`config.mk`:
```
export PLATFORM = sky130hd
export DESIGN_NAME = multicycle_control
export DESIGN_NICKNAME = d
export VERILOG_FILES = /design/src/rtl/multicycle_control.sv
export SDC_FILE = /design/constraint.sdc
export NUM_CORES = 1
export LEC_CHECK = 0
export BUFFER_PORTS_ARGS = -buffer_cell sky130_fd_sc_hd__buf_2
export CAP_MARGIN = 20
export CORE_MARGIN = 1.5
export CORE_UTILIZATION = 24
export DETAILED_ROUTE_END_ITERATION = 7
export PLACE_DENSITY_LB_ADDON = 0.05
export RECOVER_POWER = 25
export SLEW_MARGIN = 20
export SYNTH_ARGS = -nofsm -noshare
export SYNTH_HDL_FRONTEND = slang
export SYNTH_SLANG_ARGS = --single-unit
```
`constraint.sdc`:
```
create_clock -name clk -period 1.9 [get_ports clk]
set_clock_uncertainty 0.1 [all_clocks]
set_input_delay 0.285 -clock clk [delete_from_list [all_inputs] [get_ports clk]]
set_output_delay 0.285 -clock clk [all_outputs]
set_load 0.005 [all_outputs]
```
`src/rtl/multicycle_control.sv`:
```
// multicycle_control: Moore-style main sequencer for the multi-cycle MIPS datapath.
// Walks one instruction at a time through FETCH/DECODE and the per-class phases,
// driving datapath enables and mux selects decoded from the current state.
//
// Memory handshake: mem_read or mem_write (together with i_or_d) is the request.
// It is raised on entry to FETCH, MEMRD or MEMWR and held stable every cycle until
// a cycle in which mem_ready is high; that cycle completes the access and the FSM
// advances on the following edge. mem_ready has no effect in any other state.
module multicycle_control (
   input  logic        clk,
   input  logic        rst_n,
   input  logic [5:0]  opcode,
   input  logic        zero,
   input  logic        mem_ready,
   output logic        pc_write,
   output logic        pc_write_cond,
   output logic        i_or_d,
   output logic        mem_read,
   output logic        mem_write,
   output logic        ir_write,
   output logic        mem_to_reg,
   output logic        reg_dst,
   output logic        reg_write,
   output logic        alu_src_a,
   output logic [1:0]  alu_src_b,
   output logic [1:0]  alu_op,
   output logic [1:0]  pc_source,
   output logic [1:0]  load_size,
   output logic [3:0]  state,
   output logic        illegal_op,
   output logic [31:0] instr_count
);

   typedef enum logic [3:0] {
      S_RST    = 4'd0,
      S_FETCH  = 4'd1,
      S_DECODE = 4'd2,
      S_MEMADR = 4'd3,
      S_MEMRD  = 4'd4,
      S_MEMWB  = 4'd5,
      S_MEMWR  = 4'd6,
      S_EXEC   = 4'd7,
      S_RWB    = 4'd8,
      S_BRANCH = 4'd9,
      S_ADDIEX = 4'd10,
      S_ADDIWB = 4'd11,
      S_JUMP   = 4'd12
   } state_t;

   localparam logic [5:0] OP_RTYPE = 6'h00;
   localparam logic [5:0] OP_J     = 6'h02;
   localparam logic [5:0] OP_BEQ   = 6'h04;
   localparam logic [5:0] OP_ADDI  = 6'h08;
   localparam logic [5:0] OP_LH    = 6'h21;
   localparam logic [5:0] OP_LW    = 6'h23;
   localparam logic [5:0] OP_LHU   = 6'h25;
   localparam logic [5:0] OP_SW    = 6'h2B;

   state_t cur_state;
   state_t next_state;
   logic   retire;
   logic   illegal_next;

   // The zero flag gates the PC write in the datapath, not in this sequencer.
   logic   unused_zero;
   assign unused_zero = zero;

   assign state = cur_state;

   // State, retired-instruction counter and illegal-opcode flag registers.
   always_ff @(posedge clk or negedge rst_n) begin
      if (!rst_n) begin
         cur_state   <= S_RST;
         instr_count <= '0;
         illegal_op  <= 1'b0;
      end else begin
         cur_state  <= next_state;
         illegal_op <= illegal_next;
         if (retire) begin
            instr_count <= instr_count + 32'd1;
         end
      end
   end

   // Next-state selection, retire strobe and illegal-opcode detection.
   always_comb begin
      next_state   = cur_state;
      retire       = 1'b0;
      illegal_next = 1'b0;
      case (cur_state)
         S_RST:    next_state = S_FETCH;
         S_FETCH:  if (mem_ready) next_state = S_DECODE;
         S_DECODE: begin
            case (opcode)
               OP_RTYPE:                    next_state = S_EXEC;
               OP_BEQ:                      next_state = S_BRANCH;
               OP_ADDI:                     next_state = S_ADDIEX;
               OP_LW, OP_LH, OP_LHU, OP_SW: next_state = S_MEMADR;
               OP_J:                        next_state = S_JUMP;
               default: begin
                  next_state   = S_FETCH;
                  illegal_next = 1'b1;
               end
            endcase
         end
         S_MEMADR: next_state = (opcode == OP_SW) ? S_MEMWR : S_MEMRD;
         S_MEMRD:  if (mem_ready) next_state = S_MEMWB;
         S_MEMWB: begin
            next_state = S_FETCH;
            retire     = 1'b1;
         end
         S_MEMWR: begin
            if (mem_ready) begin
               next_state = S_FETCH;
               retire     = 1'b1;
            end
         end
         S_EXEC:   next_state = S_RWB;
         S_RWB: begin
            next_state = S_FETCH;
            retire     = 1'b1;
         end
         S_BRANCH: begin
            next_state = S_FETCH;
            retire     = 1'b1;
         end
         S_ADDIEX: next_state = S_ADDIWB;
         S_ADDIWB: begin
            next_state = S_FETCH;
            retire     = 1'b1;
         end
         S_JUMP: begin
            next_state = S_FETCH;
            retire     = 1'b1;
         end
         default:  next_state = S_RST;
      endcase
   end

   // Datapath controls decoded from the current state; FETCH also gates on mem_ready.
   always_comb begin
      pc_write      = 1'b0;
      pc_write_cond = 1'b0;
      i_or_d        = 1'b0;
      mem_read      = 1'b0;
      mem_write     = 1'b0;
      ir_write      = 1'b0;
      mem_to_reg    = 1'b0;
      reg_dst       = 1'b0;
      reg_write     = 1'b0;
      alu_src_a     = 1'b0;
      alu_src_b     = 2'b00;
      alu_op        = 2'b00;
      pc_source     = 2'b00;
      load_size     = 2'b00;
      case (cur_state)
         S_FETCH: begin
            mem_read  = 1'b1;
            alu_src_b = 2'b01;
            ir_write  = mem_ready;
            pc_write  = mem_ready;
         end
         S_DECODE: alu_src_b = 2'b11;
         S_MEMADR: begin
            alu_src_a = 1'b1;
            alu_src_b = 2'b10;
         end
         S_MEMRD: begin
            mem_read = 1'b1;
            i_or_d   = 1'b1;
         end
         S_MEMWB: begin
            reg_write  = 1'b1;
            mem_to_reg = 1'b1;
            case (opcode)
               OP_LH:   load_size = 2'b01;
               OP_LHU:  load_size = 2'b10;
               default: load_size = 2'b00;
            endcase
         end
         S_MEMWR: begin
            mem_write = 1'b1;
            i_or_d    = 1'b1;
         end
         S_EXEC: begin
            alu_src_a = 1'b1;
            alu_op    = 2'b10;
         end
         S_RWB: begin
            reg_write = 1'b1;
            reg_dst   = 1'b1;
         end
         S_BRANCH: begin
            alu_src_a     = 1'b1;
            alu_op        = 2'b01;
            pc_write_cond = 1'b1;
            pc_source     = 2'b01;
         end
         S_ADDIEX: begin
            alu_src_a = 1'b1;
            alu_src_b = 2'b10;
         end
         S_ADDIWB: reg_write = 1'b1;
         S_JUMP: begin
            pc_write  = 1'b1;
            pc_source = 2'b10;
         end
         default: ;
      endcase
   end

endmodule

```
After elaboration in Yosys (flattened, before gate mapping)
Cells that the tools add are included.
{"block": "word_totals", "n_memories": 0, "regBits": 37, "romBits": 0, "elab_cells": 63, "output_inout_bits": 55, "mem_bits_rw": 0, "latch_bits": 0}
{"block": "op_classes", "eq_ne": 22, "n_lt_le_gt_ge": 0, "addsub": 1, "bitwise_logic": 0, "div": 0, "n_reduce_logical": 12, "n_mul": 0, "n_mux": 25, "shift": 0}
{"operator": "$add 32x1->32 const B", "count": 1}
{"operator": "$pmux 4 s8", "count": 1}
{"operator": "$eq 6x6->1 const B", "count": 4}
{"operator": "$eq 4x4->1 const B", "count": 5}
{"operator": "$pmux 4 s5", "count": 1}
{"operator": "$eq 4x3->1 const B", "count": 4}
{"operator": "$mux 1", "count": 12}
{"operator": "$mux 4", "count": 3}
{"operator": "$pmux 2 s2", "count": 3}
{"operator": "$eq 4x2->1 const B", "count": 2}
{"operator": "$reduce_or 4->1", "count": 2}
{"operator": "$reduce_or 8->1", "count": 1}
{"operator": "$eq 6x2->1 const B", "count": 1}
{"operator": "$eq 6x3->1 const B", "count": 1}
{"operator": "$eq 6x4->1 const B", "count": 1}
{"operator": "$logic_not 6->1", "count": 1}
{"operator": "$ne 2x2->1 const B", "count": 3}
{"operator": "$pmux 2 s3", "count": 1}
{"operator": "$reduce_or 2->1", "count": 3}
{"operator": "$reduce_or 6->1", "count": 1}
{"operator": "$reduce_or 5->1", "count": 1}
{"operator": "$eq 4x1->1 const B", "count": 1}
{"operator": "$logic_not 4->1", "count": 1}
{"operator": "$mux 2", "count": 2}
{"operator": "other kinds (3)", "count": 4}

Depth between registers and ports, before layout
{"block": "logic_depth", "depth_word": 4, "ltp_mapped": 8, "depth_no_buf": 5}

Least setup slack after synthesis
OpenSTA, ideal clock, no wires.
{"block": "synth_timing", "path_kind": "flip-flop to flip-flop", "start": "register cur_state[2] (netlist: state[2])", "end": "register instr_count[23]", "slack_ns": -0.215, "setup_time_ns": 0.079, "stages_incl_launch_ff": 8, "period_less_slack_ns": 2.115, "arrival_time_ns": 1.935, "required_ns": 1.721, "cell_sequence": "dfrtp_1 nand2b_1 o211a_1 or4_1 buf_2 buf_6 nor3_2 xor2_1"}
{"block": "synth_via", "elab_chain_cells": 3, "word_cells_on_any_way": 8}
{"element": "start: declaration", "line": "59", "rtl": "state_t cur_state;"}
{"element": "start signal: assignment", "line": "77", "rtl": "cur_state <= next_state;"}
{"element": "$eq 4x3->1 / $eq 4x4->1 (equally long branches)", "line": "90", "rtl": "case (cur_state)"}
{"element": "$reduce_or 5->1 (no line)"}
{"element": "$pmux 1 s2 (*)", "line": "90"}
{"element": "end signal: assignment", "line": "80", "rtl": "instr_count <= instr_count + 32'd1;"}
{"element": "end: declaration", "line": "31", "rtl": "output logic [31:0] instr_count"}
Mark *: on every way between the ends. The rest lies on a longest branch, timed or not.
A chain may end at the register's enable or synchronous reset.

Worst setup path in the final report
{"block": "layout_timing", "start": "register cur_state[1] (netlist: state[1])", "end": "output load_size[1]"}
{"block": "layout_via", "elab_chain_cells": 2}
{"element": "$eq 4x3->1", "line": "156", "rtl": "case (cur_state)"}
{"element": "$mux 2", "line": "156"}
{"element": "end: declaration", "line": "28", "rtl": "output logic [1:0] load_size,"}
No other way between the ends.

==> impl_metrics.py <==
metrics = {
    "place": {
        "dp_slack_ns": -0.206,
        "port_buffers": 63,
        "post-dp-hpwl_um": 4680,
        "placed_cell_area_um2": 2930,
        "gp_congestion": 0.748,
    },
    "synthesis": {
        "synthArstFlopShare": 1.00,
        "ys_warn_count": 0,
        "ys_types": 43,
        "synth_fp_nets": 243,
        "ys.flop_type": "dfrtp_1",
        "netlist_instances": 232,
        "synth_edf_count": 0,
        "ys_ff_latch": 37,
        "synth_area_per_cell_um2": 9.35,
        "ys_seq_area_frac": 0.427,
        "syn_area_um2": 2170,
    },
    "setup_path": {
        "crit_fanout": 2,
        "crit_path_start_kind": "flop",
        "reg2reg_from": "state[1]$_DFFE_PN0P_",
        "r2r-end": "instr_count[31]$_DFFE_PN0P_",
        "path_class": "reg -> out",
        "cp_data_arrival_time_ns": 1.81,
        "reg2reg_slack_ns": -0.27,
        "worstRegToRegCells": 7,
        "worst_ep_required_time_ns": 1.51,
        "worstSetupEndpointType": "output pin",
    },
    "run_status": {
        "violations": "negative setup slack",
        "status": "finished, violations left",
    },
    "global_route": {
        "antenna_found_initial": 0,
        "grt_max_degree": 21,
        "grt_pass1_wl_um": 10600,
        "grt_pass1_vias": 2094,
        "overflow": 0,
        "grt_util_all_layers": 0.138,
    },
    "floorplan": {
        "die_h_um": 98.1,
        "std_cell_rows": 34,
        "die_area_um2": 9620,
        "fp.dieW_um": 98.1,
        "pin_count": 65,
        "core-area_um2": 8720,
        "initial_utilization": 0.249,
    },
    "clock_network": {
        "tritoncts": "yes",
        "clkSinkCount": 37,
        "clock_path_buffers": 2,
        "path_clk_slew_ns": 0.07,
        "cts-root-buf": "clkbuf_8",
        "cts_buffers": 5,
        "clkLatencyLatePin_ns": 0.28,
        "cts_max_level": 2,
    },
    "layout": {
        "fillers": 889,
        "drive_gt1_frac": 0.513,
        "fin_util": 0.398,
        "design_area_um2": 3470,
        "nNetsFinal": 363,
        "antennaDiodeCount": 0,
        "syn_to_final_growth_pct": 60.1,
    },
    "timing": {
        "finalCritPeriodShare": 1.16,
        "relSlewSlack": 0.633,
        "rsz0062_at_grt": "yes",
        "clock.fmax_ghz": 0.456,
        "tightest_slew_ns": 0.550,
        "min_period_ns": 2.20,
        "setup_violations": 18,
        "layout_setup_ws_ns": -0.295,
        "slew_viol_final": 0,
        "hold_viol_final": 0,
    },
    "pwr": {
        "irDropWorstVdd_mv": 0.323,
        "p_leak_nw": 1.91,
        "powerDensity_nw_per_um2": 982,
    },
    "worst_hold_path": {
        "holdPathEnd": "illegal_op$_DFF_PN0_",
        "min_from": "opcode[4]",
        "min_path_type": "in -> reg",
        "whs_path_depth": 3,
    },
    "route": {
        "post_drt_wl_per_cell_um": 14.2,
        "drc": 0,
        "dr.pass1.iters": 4,
        "drt-initial-drc-count": 47,
        "vias": 2121,
        "routed_via_density": 4.62,
        "ant_nets": 0,
        "routed_wl_um": 6510,
    },
    "flow_run": {
        "maxCapViolations": 0,
    },
}
-- registers in the layout, indices dropped and copies added, names as in the netlist --
register / cells
instr_count: 32
illegal_op: 1
state: 4
-- final cells by class --
type                            instances  area (um2)  area share
Sequential cell                        37         930       0.268
Inverter                                4        15.0     0.00432
Tap cell                              108         135      0.0389
Clock inverter                          1        5.00     0.00144
Multi-Input combinational cell        176        1400       0.404
Timing Repair Buffer                  128         917       0.264
Clock buffer                            5        68.8      0.0198
-- how the worst max path moves through the flow --
stage / endpoint / slack [ns] / start
5_1_grt: load_size[1] / -0.39 / state[1]$_DFFE_PN0P_
6_report: load_size[1] / -0.30 / state[1]$_DFFE_PN0P_
2_1_floorplan: instr_count[25]$_DFFE_PN0P_ / -0.14 / state[3]$_DFFE_PN0P_
4_1_cts: load_size[1] / -0.34 / state[1]$_DFFE_PN0P_
3_3_place_gp: instr_count[29]$_DFFE_PN0P_ / -0.19 / state[3]$_DFFE_PN0P_
3_5_place_dp: instr_count[31]$_DFFE_PN0P_ / -0.21 / state[3]$_DFFE_PN0P_
-- cells in the mapped netlist, types with 2 or more instances --
| cell | number | share of area |
|---|---|---|
| nand4_1 | 9 | 0.026 |
| a21oi_1 | 11 | 0.025 |
| nand2_1 | 24 | 0.042 |
| nor3b_1 | 2 | 0.0069 |
| and4_1 | 3 | 0.012 |
| mux2_2 | 2 | 0.010 |
| nor3_1 | 14 | 0.032 |
| xor2_1 | 20 | 0.081 |
| nand2b_1 | 4 | 0.012 |
| and3_1 | 5 | 0.014 |
| mux2i_1 | 3 | 0.014 |
| a221oi_1 | 2 | 0.0081 |
| buf_4 | 2 | 0.0069 |
| dfrtp_1 | 37 | 0.43 |
| nor2_1 | 18 | 0.031 |
| o21ai_0 | 3 | 0.0069 |
| buf_1 | 2 | 0.0035 |
| nor4_2 | 4 | 0.023 |
| inv_1 | 4 | 0.0069 |
| nand3_1 | 12 | 0.028 |
| clkbuf_1 | 9 | 0.016 |
| nor3_2 | 6 | 0.028 |
| or4_1 | 3 | 0.010 |
| xnor2_1 | 14 | 0.057 |
-- cell families after synthesis --
| group | Yosys count | synth area share |
|---|---|---|
| AO/OA/AOI/OAI | 24 | 0.0721 |
| XOR/XNOR | 34 | 0.137 |
| adder cells (fa/ha/maj) | 1 | 0.00577 |
| buffers and inverters | 19 | 0.0404 |
| flip-flops | 37 | 0.427 |
| multiplexers | 5 | 0.0242 |
| AND/OR/NAND/NOR | 112 | 0.294 |
-- critical path: stages (launching register included) --
cell,delay [ns]
dfrtp_1,0.41
buf_6,0.12
nand2b_4,0.14
nor2_4,0.09
or4b_4,0.49
nor3b_2,0.15
buf_2,0.13
-- cell usage in the layout (no fill, tap or decap), types with 2 or more instances in the layout --
cell and count:
nand4_1 9, nor3_2 8, nor3_1 4, xnor2_1 13
nor2_1 11, clkbuf_8 5, dfrtp_2 3, buf_6 13
buf_2 62, a21oi_1 10, or4_4 2, buf_4 45
nand2b_4 4, o21ai_0 2, nand2_1 23, clkbuf_2 2
and4_1 3, and3_1 5, dfrtp_1 34, a221oi_1 2
nand3_1 12, nor3_4 8, nor4_4 4, mux2i_1 3
xor2_1 20, buf_12 3, inv_1 4, mux2_2 2
nor2_4 6
-- power breakdown --
group          leakage, nW  internal (W)  total [W]  switching (W)
clock network       0.0399      0.000242   0.000517       0.000275
logic                 1.37      0.000991    0.00191       0.000918
registers            0.496      0.000900   0.000987      0.0000876
total                 1.91       0.00213    0.00341        0.00128
-- layer usage --
metal	global-route usage	part of all wire	vias up
met3	0.0301	0.045	2
li1	-	-	1058
met1	0.194	0.48	1009
met4	0.0363	0.0055	0
met5	0	0	-
met2	0.214	0.47	52
-- timing repair --
| item | in CTS | in global routing |
|---|---|---|
| hold buffers | 1 | 0 |
| hold endpoints to repair | 19 | 0 |
| pin swaps | 8 | 15 |
| buffers inserted | 8 | 12 |
| endpoints found under the setup margin | 24 | 37 |
| resized for setup | 31 | 35 |
| cloned | 1 | 0 |
-- metrics by stage --
step / total power, W / setup TNS (ns) / instances / hold WS, ns
2_1_floorplan: 0.00174 / -1.99 / 232 / -0.111
3_3_place_gp: 0.00247 / -1.68 / 431 / 0.198
3_5_place_dp: 0.00247 / -1.79 / 431 / 0.206
4_1_cts: 0.00318 / -3.78 / 447 / 0.238
5_1_grt: 0.00368 / -5.89 / 459 / 0.241
6_report: 0.00341 / -4.22 / 459 / 0.245
Power figures use the tool's default switching activity.
